$ cat src/rtl/vector_detect_pkg.sv
// Shared types and constants for the vector_detect family: arbiter FSM
// states, default vector width, index-width helper and detector modes.
package vector_detect_pkg;

    // Default number of requesters / vector bits.
    localparam int DEFAULT_VECTOR_WIDTH = 16;

    // Detector modes shared with the existing detector top.
    localparam logic [1:0] DETECT_MODE_LOWEST  = 2'd0;
    localparam logic [1:0] DETECT_MODE_HIGHEST = 2'd1;
    localparam logic [1:0] DETECT_MODE_ANY     = 2'd2;
    localparam logic [1:0] DETECT_MODE_COUNT   = 2'd3;

    // Round-robin arbiter states.
    typedef enum logic {
        ARB_IDLE  = 1'b0,
        ARB_GRANT = 1'b1
    } arb_state_t;

    // Bits needed to index n items; never narrower than one bit.
    function automatic int idx_width(input int n);
        return (n <= 2) ? 1 : $clog2(n);
    endfunction

endpackage

$ cat src/rtl/vector_detect_lowest.sv
// Combinational lowest-set-bit detector: one-hot of the lowest set bit,
// its index, and a flag saying whether any bit was set.
module vector_detect_lowest
    import vector_detect_pkg::*;
#(
    parameter int WIDTH = DEFAULT_VECTOR_WIDTH,
    parameter int IDX_W = idx_width(WIDTH)
) (
    input  logic [WIDTH-1:0] i_vec,
    output logic [WIDTH-1:0] o_onehot,
    output logic [IDX_W-1:0] o_idx,
    output logic             o_found
);

    // Scan upward and latch the first set bit encountered.
    always_comb begin
        o_onehot = '0;
        o_idx    = '0;
        o_found  = 1'b0;
        for (int unsigned i = 0; i < WIDTH; i++) begin
            if (i_vec[i] && !o_found) begin
                o_found     = 1'b1;
                o_onehot[i] = 1'b1;
                o_idx       = IDX_W'(i);
            end
        end
    end

endmodule

$ cat src/rtl/vector_rr_arbiter.sv
// Round-robin arbiter with a hold budget. Requests are masked by a rotating
// priority pointer; the lowest set bit of the masked vector wins, falling
// back to the lowest set bit of the raw vector. Grant and index are
// registered and held until the owner drops or the hold budget expires.
module vector_rr_arbiter
    import vector_detect_pkg::*;
#(
    parameter int VECTOR_WIDTH = DEFAULT_VECTOR_WIDTH,
    parameter int MAX_HOLD     = 8
) (
    input  logic                               clk,
    input  logic                               rst_n,
    input  logic [VECTOR_WIDTH-1:0]            req,
    output logic [VECTOR_WIDTH-1:0]            grant,
    output logic                               grant_valid,
    output logic [idx_width(VECTOR_WIDTH)-1:0] grant_idx
);

    localparam int IDX_W = idx_width(VECTOR_WIDTH);
    localparam int CNT_W = idx_width(MAX_HOLD + 1);

    localparam bit              HOLD_LIMITED = (MAX_HOLD != 0);
    localparam int              HOLD_LAST_I  = (MAX_HOLD == 0) ? 0 : MAX_HOLD - 1;
    localparam logic [CNT_W-1:0] HOLD_LAST   = CNT_W'(HOLD_LAST_I);
    localparam logic [IDX_W-1:0] LAST_IDX    = IDX_W'(VECTOR_WIDTH - 1);

    arb_state_t              r_state;
    arb_state_t              w_state_nxt;
    logic [VECTOR_WIDTH-1:0] r_grant;
    logic [VECTOR_WIDTH-1:0] w_grant_nxt;
    logic                    r_valid;
    logic [IDX_W-1:0]        r_grant_idx;
    logic [IDX_W-1:0]        w_idx_nxt;
    logic [IDX_W-1:0]        r_ptr;
    logic [IDX_W-1:0]        w_ptr_nxt;
    logic [CNT_W-1:0]        r_hold_cnt;
    logic [CNT_W-1:0]        w_cnt_nxt;

    logic [VECTOR_WIDTH-1:0] w_mask;
    logic [VECTOR_WIDTH-1:0] w_masked;
    logic [VECTOR_WIDTH-1:0] w_m_onehot;
    logic [VECTOR_WIDTH-1:0] w_r_onehot;
    logic [IDX_W-1:0]        w_m_idx;
    logic [IDX_W-1:0]        w_r_idx;
    logic                    w_m_found;
    logic                    w_r_found;
    logic [VECTOR_WIDTH-1:0] w_win_onehot;
    logic [IDX_W-1:0]        w_win_idx;
    logic                    w_release;
    logic                    w_issue;

    // Priority mask: only bits at or above the pointer stay eligible.
    always_comb begin
        w_mask = '0;
        for (int unsigned i = 0; i < VECTOR_WIDTH; i++) begin
            w_mask[i] = (IDX_W'(i) >= r_ptr);
        end
    end

    assign w_masked = req & w_mask;

    vector_detect_lowest #(
        .WIDTH (VECTOR_WIDTH),
        .IDX_W (IDX_W)
    ) u_lowest_masked (
        .i_vec    (w_masked),
        .o_onehot (w_m_onehot),
        .o_idx    (w_m_idx),
        .o_found  (w_m_found)
    );

    vector_detect_lowest #(
        .WIDTH (VECTOR_WIDTH),
        .IDX_W (IDX_W)
    ) u_lowest_raw (
        .i_vec    (req),
        .o_onehot (w_r_onehot),
        .o_idx    (w_r_idx),
        .o_found  (w_r_found)
    );

    assign w_win_onehot = w_m_found ? w_m_onehot : w_r_onehot;
    assign w_win_idx    = w_m_found ? w_m_idx    : w_r_idx;

    assign w_release = !req[r_grant_idx] ||
                       (HOLD_LIMITED && (r_hold_cnt == HOLD_LAST));

    // Next-state logic: hold, re-arbitrate without a bubble, or go idle.
    always_comb begin
        w_state_nxt = r_state;
        w_grant_nxt = r_grant;
        w_idx_nxt   = r_grant_idx;
        w_ptr_nxt   = r_ptr;
        w_cnt_nxt   = r_hold_cnt;
        w_issue     = 1'b0;

        case (r_state)
            ARB_IDLE: begin
                if (w_r_found) begin
                    w_issue     = 1'b1;
                    w_state_nxt = ARB_GRANT;
                end
            end
            ARB_GRANT: begin
                if (w_release) begin
                    if (w_r_found) begin
                        w_issue = 1'b1;
                    end else begin
                        w_grant_nxt = '0;
                        w_state_nxt = ARB_IDLE;
                    end
                end else if (r_hold_cnt != '1) begin
                    w_cnt_nxt = r_hold_cnt + 1'b1;
                end
            end
            default: begin
                w_grant_nxt = '0;
                w_state_nxt = ARB_IDLE;
            end
        endcase

        if (w_issue) begin
            w_grant_nxt = w_win_onehot;
            w_idx_nxt   = w_win_idx;
            w_cnt_nxt   = '0;
            w_ptr_nxt   = (w_win_idx == LAST_IDX) ? '0 : w_win_idx + 1'b1;
        end
    end

    // State, pointer, hold counter and output registers.
    always_ff @(posedge clk or negedge rst_n) begin
        if (!rst_n) begin
            r_state     <= ARB_IDLE;
            r_grant     <= '0;
            r_valid     <= 1'b0;
            r_grant_idx <= '0;
            r_ptr       <= '0;
            r_hold_cnt  <= '0;
        end else begin
            r_state     <= w_state_nxt;
            r_grant     <= w_grant_nxt;
            r_valid     <= (w_state_nxt == ARB_GRANT);
            r_grant_idx <= w_idx_nxt;
            r_ptr       <= w_ptr_nxt;
            r_hold_cnt  <= w_cnt_nxt;
        end
    end

    assign grant       = r_grant;
    assign grant_valid = r_valid;
    assign grant_idx   = r_grant_idx;

endmodule

$ cat config.mk
export PLATFORM = sky130hd
export DESIGN_NAME = vector_rr_arbiter
export DESIGN_NICKNAME = d
export VERILOG_FILES = /design/src/rtl/vector_detect_pkg.sv /design/src/rtl/vector_detect_lowest.sv /design/src/rtl/vector_rr_arbiter.sv
export SDC_FILE = /design/constraint.sdc
export NUM_CORES = 1
export LEC_CHECK = 0
export BUFFER_PORTS_ARGS = -buffer_cell sky130_fd_sc_hd__buf_2
export CORE_MARGIN = 10
export CORE_UTILIZATION = 56
export DETAILED_ROUTE_END_ITERATION = 6
export GPL_TIMING_DRIVEN = 0
export PLACE_DENSITY = 0.85
export SYNTH_ARGS = -nofsm -noshare
export SYNTH_HDL_FRONTEND = slang
export SYNTH_SLANG_ARGS = --single-unit
$ cat constraint.sdc
create_clock -name clk -period 4.55 [get_ports clk]
set_input_delay 0.2275 -clock clk [delete_from_list [all_inputs] [get_ports clk]]
set_output_delay 0.2275 -clock clk [all_outputs]
set_load 0.02 [all_outputs]
**After elaboration in Yosys (flattened, before gate mapping)**

Index checks and enable logic that the tools add are counted.

- Muxes and demuxes: 110
- Add/sub/neg operators: 2
- Reduce and logical (&&, ||, !) cells: 67
- Bitwise logic cells: 2
- Equal/unequal tests: 5
- Magnitude comparators: 17

Operators by type and width:

| cell | number |
|---|---|
| $mux W4 | 22 |
| $mux W16 | 5 |
| $mux W1 | 68 |
| $ge A4 B4 Y1 const A | 8 |
| $logic_not A1 Y1 | 31 |
| $logic_and A1 B1 Y1 | 30 |
| $mux W3 | 8 |
| $and A16 B16 Y16 | 1 |
| $ge A3 B4 Y1 const A | 4 |
| $add A4 B1 Y4 const B | 2 |
| $ge A1 B4 Y1 const A | 2 |
| $ge A2 B4 Y1 const A | 2 |
| $mux W2 | 4 |
| $reduce_and A3 Y1 | 2 |
| $reduce_bool A2 Y1 | 3 |
| $lt A4 B5 Y1 const B | 1 |
| $bmux W1 S4 | 1 |
| $eq A4 B3 Y1 const B | 1 |
| $eq A4 B4 Y1 const B | 1 |
| $ne A4 B4 Y1 const B | 1 |
| $pmux W1 S2 | 2 |
| $ne A2 B1 Y1 const B | 1 |
| $ne A2 B2 Y1 const B | 1 |
| $logic_or A1 B1 Y1 | 1 |
| $not A1 Y1 | 1 |

- Flip-flop bits (word level): 29
- Logic and storage cells: 208
- Input port bits: 18
- Output and inout bits: 21

**Longest topological paths before layout**

- Depth after elaboration: 51
- Gate-level depth with buffers: 12
- Gate-level depth less buffers: 9

**By module**

From an unflattened synthesis, not the netlist that was laid out.

- Cells, all modules: 266
- Area total of the unflattened synthesis: 2,616.3 um^2

By module, submodules not included:

| module | cells an instance | instances | seq. area each (um^2) | area each (um^2) |
|---|---|---|---|---|
| vector_rr_arbiter | 166 | 1 | 725.7 | 1,900.6 |
| vector_detect_lowest | 50 | 2 | 0.0 | 357.8 |

**Worst setup path before layout**

OpenSTA, ideal clock, no wires.

- Path kind: reg2reg
- Start: register r_grant_idx[0], in the netlist grant_idx[0]
- End: register r_grant_idx[0], in the netlist grant_idx[0]
- Setup slack: 2.173 ns
- Library setup time: 0.125 ns
- Data arrival time: 2.253 ns
- Cell stages (with the launch flop): 7
- Data required time: 4.425 ns
- Path through: dfrtp_1 > mux4_1 > mux2_2 > o211a_4 > a21boi_4 > buf_6 > mux2_2

- Word-level cells in the longest chain between the ends: 6

RTL lines:

| element | RTL line | text |
|---|---|---|
| from (decl) | vector_rr_arbiter.sv:32 | `logic [IDX_W-1:0] r_grant_idx;` |
| from (signal assigned) | vector_rr_arbiter.sv:143 | `r_grant_idx <= w_idx_nxt;` |
| $bmux W1 S4 | vector_rr_arbiter.sv:85 | `assign w_release = !req[r_grant_idx] \|\|` |
| $mux W1 (not written as such) | vector_rr_arbiter.sv:85 |  |
| $logic_not A1 Y1 | vector_rr_arbiter.sv:85 |  |
| $logic_or A1 B1 Y1 | vector_rr_arbiter.sv:85 |  |
| $mux W1 | vector_rr_arbiter.sv:105 | `if (w_release) begin` |
| $pmux W1 S2 | vector_rr_arbiter.sv:97 | `case (r_state)` |

No other way between the ends. The select of a mux whose other input is x is not followed.
A chain may end at the register's enable or synchronous reset.

**Final worst setup path**

- Start: register r_ptr[3]
- End: register r_ptr[0]

- Word-level cells in the longest chain between the ends: 51

RTL lines:

| element | RTL line | text |
|---|---|---|
| from (decl) | vector_rr_arbiter.sv:34 | `logic [IDX_W-1:0] r_ptr;` |
| from (signal assigned) | vector_rr_arbiter.sv:144 | `r_ptr <= w_ptr_nxt;` |
| $ge A1 B4 Y1 | vector_rr_arbiter.sv:56 | `w_mask[i] = (IDX_W'(i) >= r_ptr);` |
| $and A16 B16 Y16 (*) | vector_rr_arbiter.sv:60 | `assign w_masked = req & w_mask;` |
| $mux W1 | vector_detect_lowest.sv:21 | `if (i_vec[i] && !o_found) begin` |
| $logic_not A1 Y1 | vector_detect_lowest.sv:21 |  |
| $logic_and A1 B1 Y1 | vector_detect_lowest.sv:21 |  |
| $mux W1 | vector_detect_lowest.sv:21 |  |
| $logic_not A1 Y1 | vector_detect_lowest.sv:21 |  |
| $logic_and A1 B1 Y1 | vector_detect_lowest.sv:21 |  |
| (+36 left out) | -- |  |
| $mux W1 | vector_detect_lowest.sv:21 |  |
| $logic_not A1 Y1 | vector_detect_lowest.sv:21 |  |
| $logic_and A1 B1 Y1 | vector_detect_lowest.sv:21 |  |
| $mux W4 or $mux W1 (tied branches) | vector_detect_lowest.sv:21 |  |
| $mux W4 (*) | vector_rr_arbiter.sv:83 | `assign w_win_idx = w_m_found ? w_m_idx : w_r_idx;` |
| via w_win_idx[1] | vector_rr_arbiter.sv:48 | `logic [IDX_W-1:0] w_win_idx;` |
| $eq A4 B4 Y1 (*) | vector_rr_arbiter.sv:126 | `w_ptr_nxt = (w_win_idx == LAST_IDX) ? '0 : w_win_idx + 1'b1;` |
| $mux W4 (*) | vector_rr_arbiter.sv:126 |  |

Mark *: on every way through the listed nets, which the timed path passes. The rest lies on a longest branch.

==> results_dict.tcl <==
set metrics [dict create \
    cts_tree "yes" \
    synth_edf_count 0 \
    placed_cell_area_sq_mm 0.002400 \
    synth_seq_cells 29 \
    leakage_nw 1.130 \
    tns_ns 0 \
    crit_required_ns 4.73 \
    status "completed" \
    drive_above_1_share 0.2806 \
    clk_latency_ns 0.30 \
    rsz0062_at_grt "false" \
    max_freq_mhz 352.9 \
    initial_core_util 0.5868 \
    fin_skew_ns 0.009508 \
    cp_top_family "simple AND/OR/NAND/NOR gates" \
    crit_slowest_cell "dfrtp_1" \
    synth_nets 254 \
    grt_use_total 0.2108 \
    hold_start "req[12]" \
    nNetsFinal 297 \
    seq_area_frac_synth 0.3353 \
    syn_area_sq_mm 0.002165 \
    area_growth_pct 15.32 \
    setup_viol 0 \
    clk_pin_slew_ns 0.08 \
    cts_inserted_buffers 5 \
    syn_avg_cell_area_sq_um 9.250 \
    yosys-top-cells-area "dfrtp_1 (34%), nand2_1 (4.2%), a32o_1 (3.7%)" \
    numPlacedInstances 317 \
    drt_iter0_drc 304 \
    maxSlewViolCount 0 \
    n_fill_cell 309 \
    synth_area_leader_cell "dfrtp_1" \
    total_power_mw 1.837 \
    first_global_vias 2176 \
    io_buffers 35 \
    crit_buf_inv 2 \
    vias 2180 \
    dp_hpwl_um 4995 \
    routed_wl_um 6845 \
    synth.distinct_cells 64 \
    crit_start "r_ptr[3]$_DFFE_PN0P_" \
    cp-end-kind "flip-flop" \
    critPathLaunchType "flip-flop" \
    rows 22 \
    cts-root-buf "clkbuf_8" \
    finalNonFillerCells 326 \
    die_area_sq_mm 0.006752 \
    htreeDepth 2 \
    path_max_fanout 10 \
    hold_violations 0 \
    cap_violations 0 \
    hp-class "input port to flip-flop" \
    postRouteAntennaNets 0 \
    grt_max_degree 30 \
    slew_headroom 0.5104 \
    postSynthCellCount 234 \
    cpPeakStageDelay_ns 0.49 \
    yosysWarnings 0 \
    async_flop_share 1.000 \
    fin_crit_ns 2.834 \
    path_cells "nor3_1, o21ai_2, and3_1, buf_6, and4_4, buf_6, a31oi_1, ha_1, a31oi_1, mux2_2" \
    grt.overflow.total 0 \
    io_pins 39 \
    arrival_ns 3.01 \
    vias_per_cell 6.687 \
    gp_congestion 1.007 \
    ys.flop_type "dfrtp_1" \
    cts_setup_buffers 0 \
    worstMarginPinSlew_ns 0.7267 \
    die_h_um 82.17 \
    ir_drop_mv 0.5866 \
    antenna_found_initial 0 \
    clock_path_buffers 2 \
    path_class "flip-flop to flip-flop" \
    post-route-cell-area_sq_mm 0.002496 \
    drtPass1Iterations 5 \
    fp.dieW_um 82.17 \
    diodes 0 \
    cts.sinks 29 \
    grt_pass1_wl_um 10970 \
    synth_top_area_share 0.3353 \
    timing.final.crit_share 0.6228 \
    p_per_area_mw_per_mm2 736.0 \
    wl_per_cell_um 21.00 \
    core-area_sq_mm 0.003689 \
    reg2reg_from "r_ptr[3]$_DFFE_PN0P_" \
    drc 0 \
]
## layout make-up
cell class | instances | area (sq um) | area share
Multi-Input combinational cell | 186 | 1324 | 0.5303
Sequential cell | 29 | 725.7 | 0.2907
Timing Repair Buffer | 36 | 185.2 | 0.07419
Buffer | 13 | 92.59 | 0.03709
Clock buffer | 5 | 68.82 | 0.02757
Tap cell | 48 | 60.06 | 0.02406
Inverter | 6 | 22.52 | 0.009023
Clock inverter | 3 | 17.52 | 0.007018
## cells in the mapped netlist, drive strengths merged (2+ instances only)
cell type / count
mux2i: 2
nor2: 19
o21a: 2
o2bb2ai: 2
a32o: 8
a21boi: 4
nand3: 9
nand4: 5
nor4b: 2
and3: 4
o31ai: 4
nand3b: 3
mux2: 7
nor3: 9
xor2: 2
buf: 12
mux4: 4
and4b: 2
a31oi: 5
and4: 2
dfrtp: 29
inv: 6
nor4: 4
o21ai: 19
ha: 2
nand2: 24
and2: 2
a22o: 6
a21oi: 11
a211oi: 3
and2b: 2
## path summary, 6_finish.rpt
check,to,cells after the start,slack [ns]
setup / recovery,r_ptr[0]$_DFFE_PN0P_,10,1.72
hold / removal,grant[12]$_DFFE_PN0P_,2,0.26
setup reg to reg,r_ptr[0]$_DFFE_PN0P_,10,1.72
hold reg to reg,grant[7]$_DFFE_PN0P_,2,0.48
max in group asynchronous,grant[14]$_DFFE_PN0P_,2,3.61
min in group asynchronous,grant[10]$_DFFE_PN0P_,2,0.49
## worst reg2reg max path, cell delays in order, from the launching register on
cell and delay (ns):
dfrtp_1 0.49, nor3_1 0.41, o21ai_2 0.16, and3_1 0.18, buf_6 0.13, and4_4 0.16, buf_6 0.13, a31oi_1 0.40
ha_1 0.29, a31oi_1 0.09, mux2_2 0.26
## cell usage in the layout (no fill, tap or decap), types with 3 or more instances in the layout
master | synthesis | routed
buf_2 | 5 | 40
dfrtp_1 | 29 | 29
nand2_1 | 24 | 24
nor2_1 | 19 | 19
o21ai_0 | 15 | 15
a21oi_1 | 11 | 11
nand3_1 | 9 | 9
a32o_1 | 8 | 8
nor3_1 | 7 | 7
mux2_2 | 7 | 7
inv_1 | 6 | 6
a22o_1 | 6 | 6
nand4_1 | 5 | 5
clkbuf_8 | 0 | 5
a31oi_1 | 4 | 4
buf_4 | 4 | 4
o31ai_1 | 4 | 4
nor4_1 | 3 | 3
and3_1 | 3 | 3
o21ai_1 | 3 | 3
buf_6 | 3 | 3
nand3b_1 | 3 | 3
mux4_2 | 3 | 3
## metal layers
layer,vias to the layer above,track usage,share of wire
met1,1025,0.2667,0.39
met5,-,0,0
met4,0,0.08673,0.028
met3,22,0.04320,0.11
li1,994,-,-
met2,139,0.3433,0.48
## power breakdown
| part | internal (mW) | switching, mW |
|---|---|---|
| logic | 0.471 | 0.698 |
| registers | 0.351 | 0.0987 |
| clock network | 0.105 | 0.113 |
## cells by family (layout without fill, tap and decap cells)
logic type                 after synthesis  count (layout)  synth area share
xor gates and xnor gates                 2               2          0.008094
AOI/OAI and AO/OA                       74              74            0.2590
and+or+nand+nor                         95              95            0.2439
adders and majority gates                2               2           0.01156
muxes                                   13              13           0.08902
buffers and inverters                   19              63           0.05317
DFF                                     29              29            0.3353
## registers in the layout (all words and copies together) (netlist names)
| name | flops |
|---|---|
| r_hold_cnt | 4 |
| r_ptr | 4 |
| grant_valid | 1 |
| grant | 16 |
| grant_idx | 4 |
## metrics by stage
stage | hold slack [ns] | setup WS (ns) | utilization
6_report | 0.2647 | 1.716 | 0.6767
5_1_grt | 0.2956 | 1.675 | 0.6767
4_1_cts | 0.2621 | 1.808 | 0.6767
3_5_place_dp | 0.3010 | 1.826 | 0.6506
3_3_place_gp | 0.2981 | 1.833 | 0.6506
2_1_floorplan | -0.06809 | 2.173 | -
## timing repair
action                                 CTS  global route
resized for setup                        0             0
endpoints found under the hold margin   23             0
hold buffers                             1             0
Power figures use the tool's default switching activity.
